[config.mk]
export PLATFORM = sky130hd
export DESIGN_NAME = decode_stage_flat
export DESIGN_NICKNAME = d
export VERILOG_FILES = /design/src/rtl/decode_stage_pkg.sv /design/src/rtl/decode_stage_if.sv /design/src/rtl/decode_stage_queue.sv /design/src/rtl/decode_stage.sv /design/src/flat_wrapper.sv
export SDC_FILE = /design/constraint.sdc
export NUM_CORES = 1
export LEC_CHECK = 0
export CAP_MARGIN = 20
export CORE_AREA = 2 2 199 201
export CTS_BUF_LIST = sky130_fd_sc_hd__clkbuf_8 sky130_fd_sc_hd__clkbuf_16
export CTS_CLUSTER_DIAMETER = 150
export DETAILED_ROUTE_END_ITERATION = 12
export DIE_AREA = 0 0 201 203
export GPL_ROUTABILITY_DRIVEN = 0
export PLACE_DENSITY_LB_ADDON = 0.08
export SKIP_LAST_GASP = 1
export SLEW_MARGIN = 20
export SYNTH_ARGS = -nofsm -noshare
export SYNTH_HDL_FRONTEND = slang
export SYNTH_SLANG_ARGS = --single-unit
export TNS_END_PERCENT = 10
[constraint.sdc]
create_clock -name clk -period 4.8 [get_ports clk]
set_input_delay 0.96 -clock clk [delete_from_list [all_inputs] [get_ports clk]]
set_output_delay 0.96 -clock clk [all_outputs]
set_load 0.005 [all_outputs]
[src/rtl/decode_stage_pkg.sv]
// Shared RV32I decode types: opcodes, formats, ALU/compare ops, control bundle
// and the per-opcode legal-funct3 masks.
package decode_stage_pkg;

    typedef enum logic [6:0] {
        OP_LOAD   = 7'h03,
        OP_IMM    = 7'h13,
        OP_AUIPC  = 7'h17,
        OP_STORE  = 7'h23,
        OP_OP     = 7'h33,
        OP_LUI    = 7'h37,
        OP_BRANCH = 7'h63,
        OP_JALR   = 7'h67,
        OP_JAL    = 7'h6F,
        OP_SYSTEM = 7'h73
    } opcode_t;

    typedef enum logic [2:0] {
        FMT_R = 3'd0,
        FMT_I = 3'd1,
        FMT_S = 3'd2,
        FMT_B = 3'd3,
        FMT_U = 3'd4,
        FMT_J = 3'd5
    } inst_format_t;

    typedef enum logic [3:0] {
        ALU_ADD  = 4'h0,
        ALU_SLL  = 4'h1,
        ALU_SLT  = 4'h2,
        ALU_SLTU = 4'h3,
        ALU_XOR  = 4'h4,
        ALU_SRL  = 4'h5,
        ALU_OR   = 4'h6,
        ALU_AND  = 4'h7,
        ALU_SUB  = 4'h8,
        ALU_SRA  = 4'hD
    } alu_op_t;

    typedef enum logic [2:0] {
        CMP_EQ   = 3'd0,
        CMP_NE   = 3'd1,
        CMP_SLT  = 3'd2,
        CMP_SLTU = 3'd3,
        CMP_LT   = 3'd4,
        CMP_GE   = 3'd5,
        CMP_LTU  = 3'd6,
        CMP_GEU  = 3'd7
    } cmp_op_t;

    typedef struct packed {
        logic       branch;
        logic       jump;
        logic       compare;
        logic       cmp_imm;
        cmp_op_t    cmp_op;
        logic       alu_imm;
        logic       alu_pc;
        alu_op_t    alu_op;
        logic       mem_read;
        logic       mem_write;
        logic [1:0] mem_size;
        logic       mem_unsigned;
    } decode_ctrl_t;

    // Bit n set means funct3 == n is a legal encoding for that opcode.
    localparam logic [7:0] LOAD_F3_OK   = 8'b0011_0111;
    localparam logic [7:0] STORE_F3_OK  = 8'b0000_0111;
    localparam logic [7:0] BRANCH_F3_OK = 8'b1111_0011;

endpackage

[src/rtl/decode_stage_if.sv]
// Fetch-side and execute-side handshake bundle of the decode stage;
// master = fetch/execute environment, slave = decode_stage.
interface decode_stage_if #(
    parameter int PC_WIDTH    = 32,
    parameter int QUEUE_DEPTH = 4
);
    import decode_stage_pkg::*;

    logic                               flush;
    logic                               in_valid;
    logic                               in_ready;
    logic [31:0]                        in_instr;
    logic [PC_WIDTH-1:0]                in_pc;
    logic                               out_valid;
    logic                               out_ready;
    logic [PC_WIDTH-1:0]                out_pc;
    logic [31:0]                        out_instr;
    inst_format_t                       out_format;
    logic [4:0]                         out_rs1;
    logic [4:0]                         out_rs2;
    logic [4:0]                         out_rd;
    decode_ctrl_t                       out_ctrl;
    logic                               out_illegal;
    logic [$clog2(QUEUE_DEPTH+1)-1:0]   count;

    modport master (
        output flush, in_valid, in_instr, in_pc, out_ready,
        input  in_ready, out_valid, out_pc, out_instr, out_format,
               out_rs1, out_rs2, out_rd, out_ctrl, out_illegal, count
    );

    modport slave (
        input  flush, in_valid, in_instr, in_pc, out_ready,
        output in_ready, out_valid, out_pc, out_instr, out_format,
               out_rs1, out_rs2, out_rd, out_ctrl, out_illegal, count
    );

endinterface

[src/rtl/decode_stage_queue.sv]
// Generic FIFO with flush; push-to-head visibility 1 cycle, occupancy via count.
// No internal backpressure: caller must not push when full or pop when empty.
module decode_queue #(
    parameter int DEPTH = 4,
    parameter int WIDTH = 64
) (
    input  logic                         clk,
    input  logic                         rst,
    input  logic                         flush,
    input  logic                         push,
    input  logic [WIDTH-1:0]             push_dat,
    input  logic                         pop,
    output logic [WIDTH-1:0]             head_dat,
    output logic [$clog2(DEPTH+1)-1:0]   count,
    output logic                         full,
    output logic                         empty
);
    localparam int AW = $clog2(DEPTH);
    localparam int CW = $clog2(DEPTH+1);

    logic [WIDTH-1:0] mem [DEPTH];
    logic [AW-1:0]    wr_ptr;
    logic [AW-1:0]    rd_ptr;

    // Pointers wrap naturally because DEPTH is a power of two.
    always_ff @(posedge clk or posedge rst) begin
        if (rst) begin
            wr_ptr <= '0;
            rd_ptr <= '0;
            count  <= '0;
        end else if (flush) begin
            wr_ptr <= '0;
            rd_ptr <= '0;
            count  <= '0;
        end else begin
            if (push) wr_ptr <= wr_ptr + 1'b1;
            if (pop)  rd_ptr <= rd_ptr + 1'b1;
            count <= count + CW'(push) - CW'(pop);
        end
    end

    always_ff @(posedge clk) begin
        if (push && !flush) mem[wr_ptr] <= push_dat;
    end

    assign head_dat = mem[rd_ptr];
    assign full     = (count == CW'(DEPTH));
    assign empty    = (count == '0);

endmodule

[src/rtl/decode_stage.sv]
// RV32I(E) decode stage: queue -> combinational decode -> output register; push-to-valid 2 edges.
// in_ready = !full && !flush, independent of out_ready; bundle held while out_valid && !out_ready.
module decode_stage
    import decode_stage_pkg::*;
#(
    parameter int QUEUE_DEPTH = 4,
    parameter bit RV32E       = 1'b0,
    parameter int PC_WIDTH    = 32
) (
    input  logic           clk,
    input  logic           rst,
    decode_stage_if.slave  io
);
    localparam int QW = 32 + PC_WIDTH;

    logic                                q_full, q_empty, q_push, q_pop, in_ready;
    logic [QW-1:0]                       q_head;
    logic [$clog2(QUEUE_DEPTH+1)-1:0]    q_count;
    logic [31:0]                         instr;
    logic [PC_WIDTH-1:0]                 pc;

    logic                out_valid_q, out_illegal_q;
    logic [PC_WIDTH-1:0] out_pc_q;
    logic [31:0]         out_instr_q;
    inst_format_t        out_format_q;
    logic [4:0]          out_rs1_q, out_rs2_q, out_rd_q;
    decode_ctrl_t        out_ctrl_q;

    assign in_ready = !q_full && !io.flush;
    assign q_push   = io.in_valid && in_ready;
    assign q_pop    = !io.flush && !q_empty && (!out_valid_q || io.out_ready);

    decode_queue #(.DEPTH(QUEUE_DEPTH), .WIDTH(QW)) u_queue (
        .clk      (clk),
        .rst      (rst),
        .flush    (io.flush),
        .push     (q_push),
        .push_dat ({io.in_instr, io.in_pc}),
        .pop      (q_pop),
        .head_dat (q_head),
        .count    (q_count),
        .full     (q_full),
        .empty    (q_empty)
    );

    assign instr = q_head[QW-1 -: 32];
    assign pc    = q_head[PC_WIDTH-1:0];

    logic [6:0]   opc, f7;
    logic [2:0]   f3;
    inst_format_t d_fmt;
    logic [4:0]   d_rs1, d_rs2, d_rd;
    decode_ctrl_t d_ctrl;
    logic         d_ill, use_rs1, use_rs2, use_rd;

    always_comb begin
        opc    = instr[6:0];
        f3     = instr[14:12];
        f7     = instr[31:25];
        d_fmt  = FMT_R;
        d_rs1  = instr[19:15];
        d_rs2  = instr[24:20];
        d_rd   = instr[11:7];
        d_ill  = 1'b0;
        d_ctrl = '0;
        d_ctrl.cmp_op       = cmp_op_t'(f3);
        d_ctrl.alu_op       = ALU_ADD;
        d_ctrl.mem_size     = f3[1:0];
        d_ctrl.mem_unsigned = f3[2];
        case (opc)
            OP_OP: begin
                d_ctrl.alu_op  = alu_op_t'({f7[5], f3});
                d_ctrl.compare = (f3 == 3'd2) || (f3 == 3'd3);
                d_ill = !((f7 == 7'h00) || ((f7 == 7'h20) && ((f3 == 3'd0) || (f3 == 3'd5))));
            end
            OP_IMM: begin
                d_fmt          = FMT_I;
                d_ctrl.alu_op  = alu_op_t'({(f3 == 3'd5) && f7[5], f3});
                d_ctrl.compare = (f3 == 3'd2) || (f3 == 3'd3);
                d_ctrl.cmp_imm = 1'b1;
                d_ctrl.alu_imm = 1'b1;
                // Only the shift-immediates carry funct7 in the immediate field.
                if (f3 == 3'd1)      d_ill = (f7 != 7'h00);
                else if (f3 == 3'd5) d_ill = (f7 != 7'h00) && (f7 != 7'h20);
            end
            OP_LOAD: begin
                d_fmt           = FMT_I;
                d_ctrl.alu_imm  = 1'b1;
                d_ctrl.mem_read = 1'b1;
                d_ill = !LOAD_F3_OK[f3];
            end
            OP_STORE: begin
                d_fmt            = FMT_S;
                d_ctrl.alu_imm   = 1'b1;
                d_ctrl.mem_write = 1'b1;
                d_ill = !STORE_F3_OK[f3];
            end
            OP_BRANCH: begin
                d_fmt          = FMT_B;
                d_ctrl.branch  = 1'b1;
                d_ctrl.alu_imm = 1'b1;
                d_ctrl.alu_pc  = 1'b1;
                d_ill = !BRANCH_F3_OK[f3];
            end
            OP_JALR: begin
                d_fmt          = FMT_I;
                d_ctrl.jump    = 1'b1;
                d_ctrl.alu_imm = 1'b1;
                d_ill = (f3 != 3'd0);
            end
            OP_JAL: begin
                d_fmt          = FMT_J;
                d_ctrl.jump    = 1'b1;
                d_ctrl.alu_imm = 1'b1;
                d_ctrl.alu_pc  = 1'b1;
            end
            OP_LUI: begin
                d_fmt          = FMT_U;
                d_rs1          = 5'd0;
                d_ctrl.alu_imm = 1'b1;
            end
            OP_AUIPC: begin
                d_fmt          = FMT_U;
                d_ctrl.alu_imm = 1'b1;
                d_ctrl.alu_pc  = 1'b1;
            end
            OP_SYSTEM: d_fmt = FMT_I;
            default:   d_ill = 1'b1;
        endcase

        case (d_fmt)
            FMT_R:        {use_rs1, use_rs2, use_rd} = 3'b111;
            FMT_I:        {use_rs1, use_rs2, use_rd} = 3'b101;
            FMT_S, FMT_B: {use_rs1, use_rs2, use_rd} = 3'b110;
            default:      {use_rs1, use_rs2, use_rd} = 3'b001;
        endcase
        if (RV32E && ((use_rs1 && d_rs1[4]) || (use_rs2 && d_rs2[4]) || (use_rd && d_rd[4])))
            d_ill = 1'b1;

        // Illegal words still flow downstream but must never trigger side effects.
        if (d_ill) d_ctrl = '0;
    end

    always_ff @(posedge clk or posedge rst) begin
        if (rst) begin
            out_valid_q   <= 1'b0;
            out_pc_q      <= '0;
            out_instr_q   <= '0;
            out_format_q  <= FMT_R;
            out_rs1_q     <= '0;
            out_rs2_q     <= '0;
            out_rd_q      <= '0;
            out_ctrl_q    <= '0;
            out_illegal_q <= 1'b0;
        end else if (io.flush) begin
            out_valid_q <= 1'b0;
        end else if (q_pop) begin
            out_valid_q   <= 1'b1;
            out_pc_q      <= pc;
            out_instr_q   <= instr;
            out_format_q  <= d_fmt;
            out_rs1_q     <= d_rs1;
            out_rs2_q     <= d_rs2;
            out_rd_q      <= d_rd;
            out_ctrl_q    <= d_ctrl;
            out_illegal_q <= d_ill;
        end else if (out_valid_q && io.out_ready) begin
            out_valid_q <= 1'b0;
        end
    end

    assign io.in_ready    = in_ready;
    assign io.count       = q_count;
    assign io.out_valid   = out_valid_q;
    assign io.out_pc      = out_pc_q;
    assign io.out_instr   = out_instr_q;
    assign io.out_format  = out_format_q;
    assign io.out_rs1     = out_rs1_q;
    assign io.out_rs2     = out_rs2_q;
    assign io.out_rd      = out_rd_q;
    assign io.out_ctrl    = out_ctrl_q;
    assign io.out_illegal = out_illegal_q;

endmodule

[src/flat_wrapper.sv]
// flat-port wrapper written by rule: the top's interface ports become plain ports
module decode_stage_flat import decode_stage_pkg::*;
#(
    parameter int QUEUE_DEPTH = 4,
    parameter bit RV32E       = 1'b0,
    parameter int PC_WIDTH    = 32
)
  (clk, rst, io_flush, io_in_valid, io_in_instr, io_in_pc, io_out_ready, io_in_ready, io_out_valid, io_out_pc, io_out_instr, io_out_format, io_out_rs1, io_out_rs2, io_out_rd, io_out_ctrl, io_out_illegal, io_count);
  decode_stage_if #(.PC_WIDTH(PC_WIDTH), .QUEUE_DEPTH(QUEUE_DEPTH)) io_i ();
  input  logic clk;
  input  logic rst;
  input wire logic [$bits(io_i.flush)-1:0] io_flush;
  input wire logic [$bits(io_i.in_valid)-1:0] io_in_valid;
  input wire logic [$bits(io_i.in_instr)-1:0] io_in_instr;
  input wire logic [$bits(io_i.in_pc)-1:0] io_in_pc;
  input wire logic [$bits(io_i.out_ready)-1:0] io_out_ready;
  output wire logic [$bits(io_i.in_ready)-1:0] io_in_ready;
  output wire logic [$bits(io_i.out_valid)-1:0] io_out_valid;
  output wire logic [$bits(io_i.out_pc)-1:0] io_out_pc;
  output wire logic [$bits(io_i.out_instr)-1:0] io_out_instr;
  output wire logic [$bits(io_i.out_format)-1:0] io_out_format;
  output wire logic [$bits(io_i.out_rs1)-1:0] io_out_rs1;
  output wire logic [$bits(io_i.out_rs2)-1:0] io_out_rs2;
  output wire logic [$bits(io_i.out_rd)-1:0] io_out_rd;
  output wire logic [$bits(io_i.out_ctrl)-1:0] io_out_ctrl;
  output wire logic [$bits(io_i.out_illegal)-1:0] io_out_illegal;
  output wire logic [$bits(io_i.count)-1:0] io_count;
  assign io_i.flush = io_flush;
  assign io_i.in_valid = io_in_valid;
  assign io_i.in_instr = io_in_instr;
  assign io_i.in_pc = io_in_pc;
  assign io_i.out_ready = io_out_ready;
  assign io_in_ready = io_i.in_ready;
  assign io_out_valid = io_i.out_valid;
  assign io_out_pc = io_i.out_pc;
  assign io_out_instr = io_i.out_instr;
  assign io_out_format = io_i.out_format;
  assign io_out_rs1 = io_i.out_rs1;
  assign io_out_rs2 = io_i.out_rs2;
  assign io_out_rd = io_i.out_rd;
  assign io_out_ctrl = io_i.out_ctrl;
  assign io_out_illegal = io_i.out_illegal;
  assign io_count = io_i.count;
  decode_stage #(.QUEUE_DEPTH(QUEUE_DEPTH), .RV32E(RV32E), .PC_WIDTH(PC_WIDTH)) u_core (.clk(clk), .rst(rst), .io(io_i));
endmodule
==> results of run 1 <==
[per-stage QoR]
stage / cells / utilization [%] / setup WS (ns) / hold slack [ns] / power [mW]
after floorplan: 797 / - / 1.33 / 0.467 / 5.42
after global placement: 1452 / 40.8 / 1.33 / 0.462 / 6.66
after detailed placement: 1452 / 40.8 / 1.29 / 0.464 / 6.68
after CTS: 1522 / 44.0 / 1.29 / 0.477 / 9.52
after global routing: 1523 / 44.0 / 1.14 / 0.490 / 9.91
final: 1524 / 44.0 / 1.29 / 0.471 / 9.34
[worst min-delay path, delay by kind of cell, from the launching register on]
| kind | cells | cell delay, ns |
|---|---|---|
| DFF | 1 | 0.33 |
| and+or+nand+nor | 2 | 0.10 |
[power by group]
part | internal (mW) | switching (mW) | total, mW
combinational | 1.30 | 1.17 | 2.47
sequential | 3.75 | 0.320 | 4.07
clock | 1.64 | 1.16 | 2.81
[worst max path at each step]
stage / start / end / slack, ns / cells after the start
after CTS: io_flush / io_in_ready / 1.29 / 3
after global routing: io_flush / io_in_ready / 1.14 / 3
final: io_flush / io_in_ready / 1.29 / 3
after floorplan: rst / u_core.io.out_ctrl[0]$_DFFE_PP0P_ / 1.33 / 1
after global placement: io_flush / io_in_ready / 1.33 / 3
after detailed placement: io_flush / io_in_ready / 1.29 / 3
[kinds of logic after synthesis]
| group | Yosys count | share of synthesized area (%) |
|---|---|---|
| adders and majority gates | 7 | 0.710 |
| muxes | 64 | 10.9 |
| AOI/OAI and AO/OA | 46 | 2.38 |
| xor gates and xnor gates | 5 | 0.327 |
| and+or+nand+nor | 264 | 8.20 |
| DFF | 352 | 75.4 |
| buffers and inverters | 59 | 2.13 |
[flip-flops by register name, indices dropped and copies added, names as in the netlist]
| register | count |
|---|---|
| u_core.u_queue.wr_ptr | 2 |
| u_core.io.out_rs2 | 4 |
| u_core.io.out_rs1 | 5 |
| u_core.io.out_format | 3 |
| u_core.io.out_illegal | 1 |
| u_core.u_queue.count | 3 |
| u_core.io.out_rd | 4 |
| u_core.u_queue.rd_ptr | 2 |
| u_core.u_queue.mem | 256 |
| u_core.io.out_ctrl | 15 |
| u_core.io.out_valid | 1 |
| u_core.io.out_pc | 32 |
| u_core.io.out_instr | 24 |
[layer usage]
layer	wire length (um)	up-vias
met5	13	-
met4	671	2
met3	1270	50
met2	14900	153
met1	13500	3699
li1	-	3317
[placed cells by master (no fill, tap or decap), drive strengths merged, types with 2 or more instances in the layout]
| cell | n |
|---|---|
| clkdlybuf4s50 | 174 |
| buf | 11 |
| o41ai | 2 |
| nor2 | 13 |
| diode | 2 |
| ha | 6 |
| nand3 | 4 |
| o31ai | 9 |
| a21oi | 2 |
| and3 | 5 |
| mux4 | 64 |
| nand2 | 213 |
| nor3 | 4 |
| xnor2 | 2 |
| nor2b | 5 |
| inv | 18 |
| o211ai | 3 |
| xor2 | 3 |
| nand2b | 3 |
| clkinv | 14 |
| a32o | 2 |
| or2 | 2 |
| clkbuf | 46 |
| edfxtp | 256 |
| or3 | 2 |
| and2 | 5 |
| dfrtp | 96 |
| a211oi | 3 |
| o21ai | 19 |
| nand4b | 2 |
| clkinvlp | 2 |
[layout make-up]
type	instances	area share [%]
Antenna cell	2	0.0296
Clock buffer	46	6.33
Clock inverter	24	0.850
Inverter	11	0.259
Multi-Input combinational cell	386	17.9
Sequential cell	352	59.6
Tap cell	518	3.83
Timing Repair Buffer	185	11.1
==> results.yml, run 1 <==
synth:
  syn_area_per_cell_um2: 16.8
  yosys_warnings: 0
  syn_inst: 797
  syn_nets: 873
  synth_common_cells: "256 x edfxtp_1, 213 x nand2_1, 96 x dfrtp_1, 60 x mux4_2, 21 x clkbuf_1"
  netlist_area_um2: 13400
  synth_cell_types: 48
  synth_top_cell_by_area: "edfxtp_1"
  synth.area.top_cells: "edfxtp_1 57%, dfrtp_1 18%, mux4_2 10%"
  synth_top_area_share_pct: 57.4
  synth_seq_area_share_pct: 75.4
  ys_ff_latch: 352
  synth_edf_count: 256
  ys_async_sr_fraction_pct: 27.3
  synth_ff_type: "edfxtp_1"
  yosysMostFrequentCell: "edfxtp_1"
outcome:
  status: "finished clean"
floorplanning:
  start_util_pct: 34.8
  die_h_um: 203
  row_count: 72
  die-area_um2: 40800
  io_pins: 175
  fp.dieW_um: 201
  core_region_area_um2: 38500
finish:
  nFillCells: 3450
  drive_gt1_share_pct: 14.0
  multi_input_area_um2: 3040
  regArea_um2: 10100
  fin_area_um2: 16900
  nets: 1051
  area_growth_pct: 26.5
critical_path:
  crit_slowest_cell: "clkdlybuf4s50_1"
  crit_path_max_fanout: 10
  reg2reg_depth: 7
  reg2reg_from: "u_core.u_queue.rd_ptr[0]$_DFFE_PP0P_"
  critPathMostFrequentCell: "clkdlybuf4s50_1"
  cp-end-kind: "primary output"
  cp_num_buf_inv: 2
  crit_required_ns: 3.84
  rr_endpoint: "u_core.io.out_illegal$_DFFE_PP0P_"
  reg2reg_slack_ns: 1.60
  critical_path.startpoint_type: "input pin"
  path_class: "in -> out"
  slowest_delay_ns: 0.59
  path_cells: "clkdlybuf4s50_1 -> a21oi_1 -> clkdlybuf4s50_1"
  crit_arrival_ns: 2.55
  cp_top_family: "buffers and inverters"
global_route:
  grt_antenna_before_repair: 3
  grt.overflow.total: 0
  grt_pass1_wl_um: 47000
  grt_pass1_vias: 7798
  grt_use_met1_pct: 19.9
  busiest_layer: "met2"
  grt_util_met3_pct: 3.00
  grt_use_met2_pct: 25.3
  grt.total_usage_pct: 15.1
  grt_max_degree: 66
clock_network:
  hold_buffers: 0
  clkTransAtPathRegs_ns: 0.05
  numCtsBuffers: 39
  cts_resized: 0
  clockBufferDepth: 3
  cts-root-buf: "clkbuf_16"
  htree_levels: 2
  post-cts-setup-buffers: 0
  clock_latency_ns: 0.52
  cts_tree: "yes"
  clock_sinks: 352
placed_design:
  port_buffers: 174
  placed_cell_area_um2: 15700
  dp_hpwl_um: 18100
sta:
  tightest_slew_ns: 0.897
  rsz0062_at_grt: "false"
  final-setup-viol-count: 0
  max_freq_ghz: 0.285
  drv_slew: 0
  slew-limit-headroom_pct: 40.2
  min_period_ns: 3.51
  finClkSkew_ns: 0.0125
  finalCritPeriodShare_pct: 73.1
  final_hold_viol_count: 0
  setup_tns_ns: 0
drt:
  routed_wl_um: 30400
  drc_errors: 0
  drtIter0Drc: 378
  wl_per_cell_um: 19.9
  dr.pass1.iters: 4
  ant_nets: 0
  num_vias: 7221
  routed_via_density: 4.74
min_path:
  hold_start: "u_core.io.out_instr[27]$_DFFE_PP0P_"
  worst_hold_path_type: "reg -> reg"
  hold_depth: 2
  hold_end: "u_core.io.out_instr[27]$_DFFE_PP0P_"
power_and_ir_drop:
  total_leakage_power_nw: 6.11
  cellPowerDensity_nw_per_um2: 552
  ir_drop_mv: 0.195
run:
  cap_violations: 0
Power figures use the tool's default switching activity.
==> run 2: changes to the inputs <==
Clock period 4.8 ns to 3.6 ns, I/O delays scaled along.
==> results.yml, run 2 (same netlist as run 1, synthesis figures left out) <==
outcome:
  status: "finished clean"
placed_design:
  dp_hpwl_um: 18500
  place_inst: 1466
  port_buffers: 174
  placed_cell_area_um2: 15900
floorplanning:
  row_count: 72
  io_pins: 175
  die_h_um: 203
  start_util_pct: 34.8
  fp.dieW_um: 201
  die-area_um2: 40800
  core_region_area_um2: 38500
critical_path:
  critPathMostFrequentCell: "buf_4"
  path_class: "reg -> reg"
  critical_path.startpoint_type: "flop"
  path_depth: 7
  crit_slowest_cell: "nor3_1"
  crit_required_ns: 3.99
  crit_arrival_ns: 3.40
  crit_end: "u_core.io.out_rs1[3]$_DFFE_PP0P_"
  cp-end-kind: "flop"
  reg2reg_depth: 7
  reg2reg_slack_ns: 0.59
  rr_endpoint: "u_core.io.out_rs1[3]$_DFFE_PP0P_"
  slowest_delay_ns: 0.65
  cp_num_buf_inv: 2
  path_cells: "mux4_1 -> buf_4 -> nand2b_1 -> or2_2 -> nor3_1 -> buf_4 -> o21ai_0"
  cp_top_family: "simple AND/OR/NAND/NOR gates"
  crit_start: "u_core.u_queue.rd_ptr[0]$_DFFE_PP0P_"
  reg2reg_from: "u_core.u_queue.rd_ptr[0]$_DFFE_PP0P_"
  crit_path_max_fanout: 16
drt:
  drc_errors: 0
  drtIter0Drc: 314
  routed_via_density: 4.64
  dr.pass1.iters: 4
  num_vias: 7145
  ant_nets: 0
  wl_per_cell_um: 19.2
  routed_wl_um: 29600
global_route:
  grt_antenna_before_repair: 2
  grt.overflow.total: 0
  grt.total_usage_pct: 14.7
  grt_max_degree: 95
  grt_pass1_wl_um: 45900
  grt_pass1_vias: 7695
sta:
  slew-limit-headroom_pct: 47.9
  tightest_slew_ns: 0.776
  final-setup-viol-count: 0
  max_freq_ghz: 0.332
  drv_slew: 0
  min_period_ns: 3.01
  finalCritPeriodShare_pct: 83.6
  finClkSkew_ns: 0.0106
  final_hold_viol_count: 0
  setup_tns_ns: 0
  rsz0062_at_grt: "false"
finish:
  final_cell_mix: "256 x edfxtp_1, 213 x nand2_1, 174 x clkdlybuf4s50_1, 94 x dfrtp_1, 60 x mux4_2"
  nFillCells: 3432
  drive_gt1_share_pct: 15.0
  area_growth_pct: 27.9
  layout_commonest_cell: "edfxtp_1"
  largest_register_ffs: 256
  multi_input_area_um2: 3040
  regArea_um2: 10100
  regMostFlops: "u_core.u_queue.mem"
  nets: 1065
  stdcell_count: 1539
  fin_area_um2: 17100
power_and_ir_drop:
  cellPowerDensity_nw_per_um2: 731
  p_comb_share_pct: 26.8
  seq_power_share_pct: 43.1
  finalPower_mw: 12.5
  ir_drop_mv: 0.302
  power.share.switching_pct: 28.0
  internal_power_mw: 9.01
  power.switching_mw: 3.51
  power_frac_clock_pct: 30.1
  total_leakage_power_nw: 6.23
clock_network:
  cts_resized: 0
  hold_buffers: 0
  clock_latency_ns: 0.52
  numCtsBuffers: 39
  clkTransAtPathRegs_ns: 0.06
  cts_tree: "yes"
  htree_levels: 2
  cts-root-buf: "clkbuf_16"
  clock_sinks: 352
  clockBufferDepth: 3
  post-cts-setup-buffers: 0
run:
  cap_violations: 0
min_path:
  worst_hold_path_type: "reg -> reg"
-- run 2: cell types whose count changed in the layout (fill, tap and decap cells not counted) --
cell and delta:
clkinv_8 +1, bufinv_16 +1, inv_1 +8, clkinv_2 -2
clkinv_4 +2, clkbuf_8 -4, diode_2 -1, clkinv_1 -4
inv_8 -1, clkbuf_16 +1, buf_12 +5, buf_4 +9
-- run 2: worst min-delay path, cell delays in order (launching register included) --
cell and delay (ns):
dfrtp_1 0.34, nand2_1 0.05, nand2_1 0.05
-- run 2: metrics by stage --
step | worst slack [ns] | hold slack (ns) | utilization, %
finish | 0.590 | 0.469 | 44.5
global route | 0.410 | 0.499 | 44.5
global placement | 0.528 | 0.461 | 41.3
detailed placement | 0.484 | 0.465 | 41.3
CTS | 0.536 | 0.479 | 44.5
floorplan | 0.368 | 0.467 | -
-- run 2: cell type report --
cell class,count,area share [%]
multi-input combinational,386,17.7
tap,518,3.78
sequential,352,59.0
inverter,11,0.256
timing repair buffer,199,12.0
antenna,1,0.0146
clock buffer,43,6.09
clock inverter,29,1.18
-- run 2: metal layers --
metal | share of wire [%] | up-vias | global-route usage, % | wire length, um
li1 | - | 3346 | - | -
met4 | 2.1 | 2 | 4.15 | 617
met2 | 51 | 136 | 25.4 | 15000
met1 | 43 | 3621 | 18.9 | 12800
met3 | 4.0 | 40 | 3.00 | 1190
met5 | 0.041 | - | 0 | 12
-- run 2: power groups by stage --
stage	logic [mW]	registers, mW	clock network, mW
finish	3.35	5.40	3.77
global route	3.73	5.48	4.06
CTS	3.46	5.42	3.90
detailed placement	3.45	5.50	0
global placement	3.43	5.50	0
floorplan	1.85	5.38	0
-- run 2: how the worst min path moves through the flow --
stage,startpoint,to,slack [ns],cells after the start
final,u_core.io.out_instr[0]$_DFFE_PP0P_,u_core.io.out_instr[0]$_DFFE_PP0P_,0.47,2
after global routing,u_core.io.out_instr[18]$_DFFE_PP0P_,u_core.io.out_instr[18]$_DFFE_PP0P_,0.50,2
after CTS,u_core.io.out_instr[0]$_DFFE_PP0P_,u_core.io.out_instr[0]$_DFFE_PP0P_,0.48,2
after detailed placement,u_core.io.out_instr[0]$_DFFE_PP0P_,u_core.io.out_instr[0]$_DFFE_PP0P_,0.46,2
after global placement,u_core.io.out_instr[0]$_DFFE_PP0P_,u_core.io.out_instr[0]$_DFFE_PP0P_,0.46,2
after floorplan,u_core.io.out_ctrl[3]$_DFFE_PP0P_,u_core.io.out_ctrl[3]$_DFFE_PP0P_,0.47,2
==> run 3: changes to the inputs <==
Clock period 3.6 ns to 2.8 ns, I/O delays scaled along.
==> results.yml, run 3 (same netlist as run 1, synthesis figures left out) <==
outcome:
  status: "finished clean"
floorplanning:
  start_util_pct: 34.8
  core_region_area_um2: 38500
  die_h_um: 203
  die-area_um2: 40800
  fp.dieW_um: 201
  row_count: 72
  io_pins: 175
clock_network:
  clock_latency_ns: 0.52
  cts_tree: "yes"
  hold_buffers: 0
  htree_levels: 2
  clock_sinks: 352
  clkTransAtPathRegs_ns: 0.06
  cts-root-buf: "clkbuf_16"
  numCtsBuffers: 39
  clockBufferDepth: 3
drt:
  wl_per_cell_um: 19.7
  met2WireLength_um: 15300
  wl_met3_um: 1530
  num_vias: 7317
  drtIter0Drc: 283
  routed_via_density: 4.69
  wl_met1_um: 13400
  top_signal_layer_used: "met5"
  ant_nets: 0
  drc_errors: 0
  dr.pass1.iters: 4
  routed_wl_um: 30800
sta:
  fin_ws_ns: 0.0431
  drv_slew: 0
  tightest_slew_ns: 0.656
  final_hold_viol_count: 0
  final-setup-viol-count: 0
  hold_ws_ns: 0.474
  finalCritPeriodShare_pct: 98.5
  rsz0062_at_grt: "true"
  max_freq_ghz: 0.363
  slew-limit-headroom_pct: 56.3
  finClkSkew_ns: 0.00802
  min_period_ns: 2.76
global_route:
  grt_antenna_before_repair: 1
  grt_pass1_wl_um: 47700
  grt_pass1_vias: 7780
  grt_max_degree: 66
  grt.total_usage_pct: 15.5
  grt.overflow.total: 0
finish:
  nets: 1089
  fin_util_pct: 45.2
  drive_gt1_share_pct: 17.2
  largest_register_ffs: 256
  area_growth_pct: 29.9
  final_cell_mix: "256 x edfxtp_1, 213 x nand2_1, 174 x clkdlybuf4s50_1, 94 x dfrtp_1, 62 x mux4_2"
  layout_commonest_cell: "edfxtp_1"
  regMostFlops: "u_core.u_queue.mem"
power_and_ir_drop:
  finalPower_mw: 16.4
  total_leakage_power_nw: 6.38
  ir_drop_mv: 0.413
  cellPowerDensity_nw_per_um2: 945
min_path:
  worst_hold_path_type: "reg -> reg"
critical_path:
  crit_slowest_cell: "or4_4"
  crit_required_ns: 3.22
  cp-end-kind: "flop"
  slowest_delay_ns: 0.56
  path_class: "reg -> reg"
  critical_path.startpoint_type: "flop"
  crit_path_max_fanout: 6
  reg2reg_slack_ns: 0.04
  crit_arrival_ns: 3.18
  path_cells: "mux4_2 -> or4_4 -> a211o_1 -> a211oi_4 -> buf_4 -> nand2_1 -> o31ai_1"
run:
  cap_violations: 0
placed_design:
  dp_hpwl_um: 19400
  port_buffers: 174
  pre_cts_ws_ns: -0.0830
[run 3: changes by cell type in the layout (fill, tap and decap cells not counted), moves of 2 or more]
| cell | delta |
|---|---|
| buf_12 | +5 |
| clkinv_1 | -2 |
| clkinv_4 | -2 |
| mux4_2 | +2 |
| buf_6 | +2 |
| clkbuf_16 | +3 |
| buf_4 | +17 |
| mux4_1 | -2 |
[run 3: layer usage]
metal  GRT usage, %  vias up
li1               -     3385
met1           19.9     3734
met2           26.7      154
met3           3.47       42
met4           3.73        2
met5              0        -
[run 3: final timing paths]
check,cells after the start,startpoint,to
setup / recovery,7,u_core.u_queue.rd_ptr[0]$_DFFE_PP0P_,u_core.io.out_ctrl[1]$_DFFE_PP0P_
hold / removal,2,u_core.io.out_instr[13]$_DFFE_PP0P_,u_core.io.out_instr[13]$_DFFE_PP0P_
setup reg to reg,7,u_core.u_queue.rd_ptr[0]$_DFFE_PP0P_,u_core.io.out_ctrl[1]$_DFFE_PP0P_
hold reg to reg,2,u_core.io.out_instr[13]$_DFFE_PP0P_,u_core.io.out_instr[13]$_DFFE_PP0P_
max in group asynchronous,3,rst,u_core.io.out_rd[0]$_DFFE_PP0P_
min in group asynchronous,3,rst,u_core.io.out_format[2]$_DFFE_PP0P_
[run 3: metrics by stage]
stage,setup TNS [ns],cell area (um^2),cells
after floorplan,-64.71,13400,797
after global placement,-0.0654,16100,1487
after detailed placement,-0.143,16100,1487
after CTS,-0.0372,17400,1558
after global routing,-0.199,17400,1559
final,0,17400,1561
[run 3: cell type report]
cell class	instances	area (um^2)
multi-input cells	386	3040
clock buffers	47	1130
well taps	518	648
repair buffers	223	2300
fillers	3474	21100
diodes	2	5.00
flip-flops and latches	352	10100
inverters	11	45.0
clock inverters	22	120
[run 3: critical path, delay by kind of cell (launching register included)]
family          cells  cell delay, ns
compound gates      3            0.83
simple gates        2            0.63
mux                 1            0.53
flops               1            0.48
buf+inv             1            0.18
[run 3: power by group]
part / total [mW] / internal (mW) / switching, mW
Clock: 4.91 / 2.94 / 1.97
Sequential: 6.89 / 6.43 / 0.459
Combinational: 4.62 / 2.48 / 2.14
[run 3: what timing repair did]
item,in CTS,in global routing
setup endpoints to repair,2,10
setup buffers,2,1
pin swaps,1,1
gates resized for setup,1,4
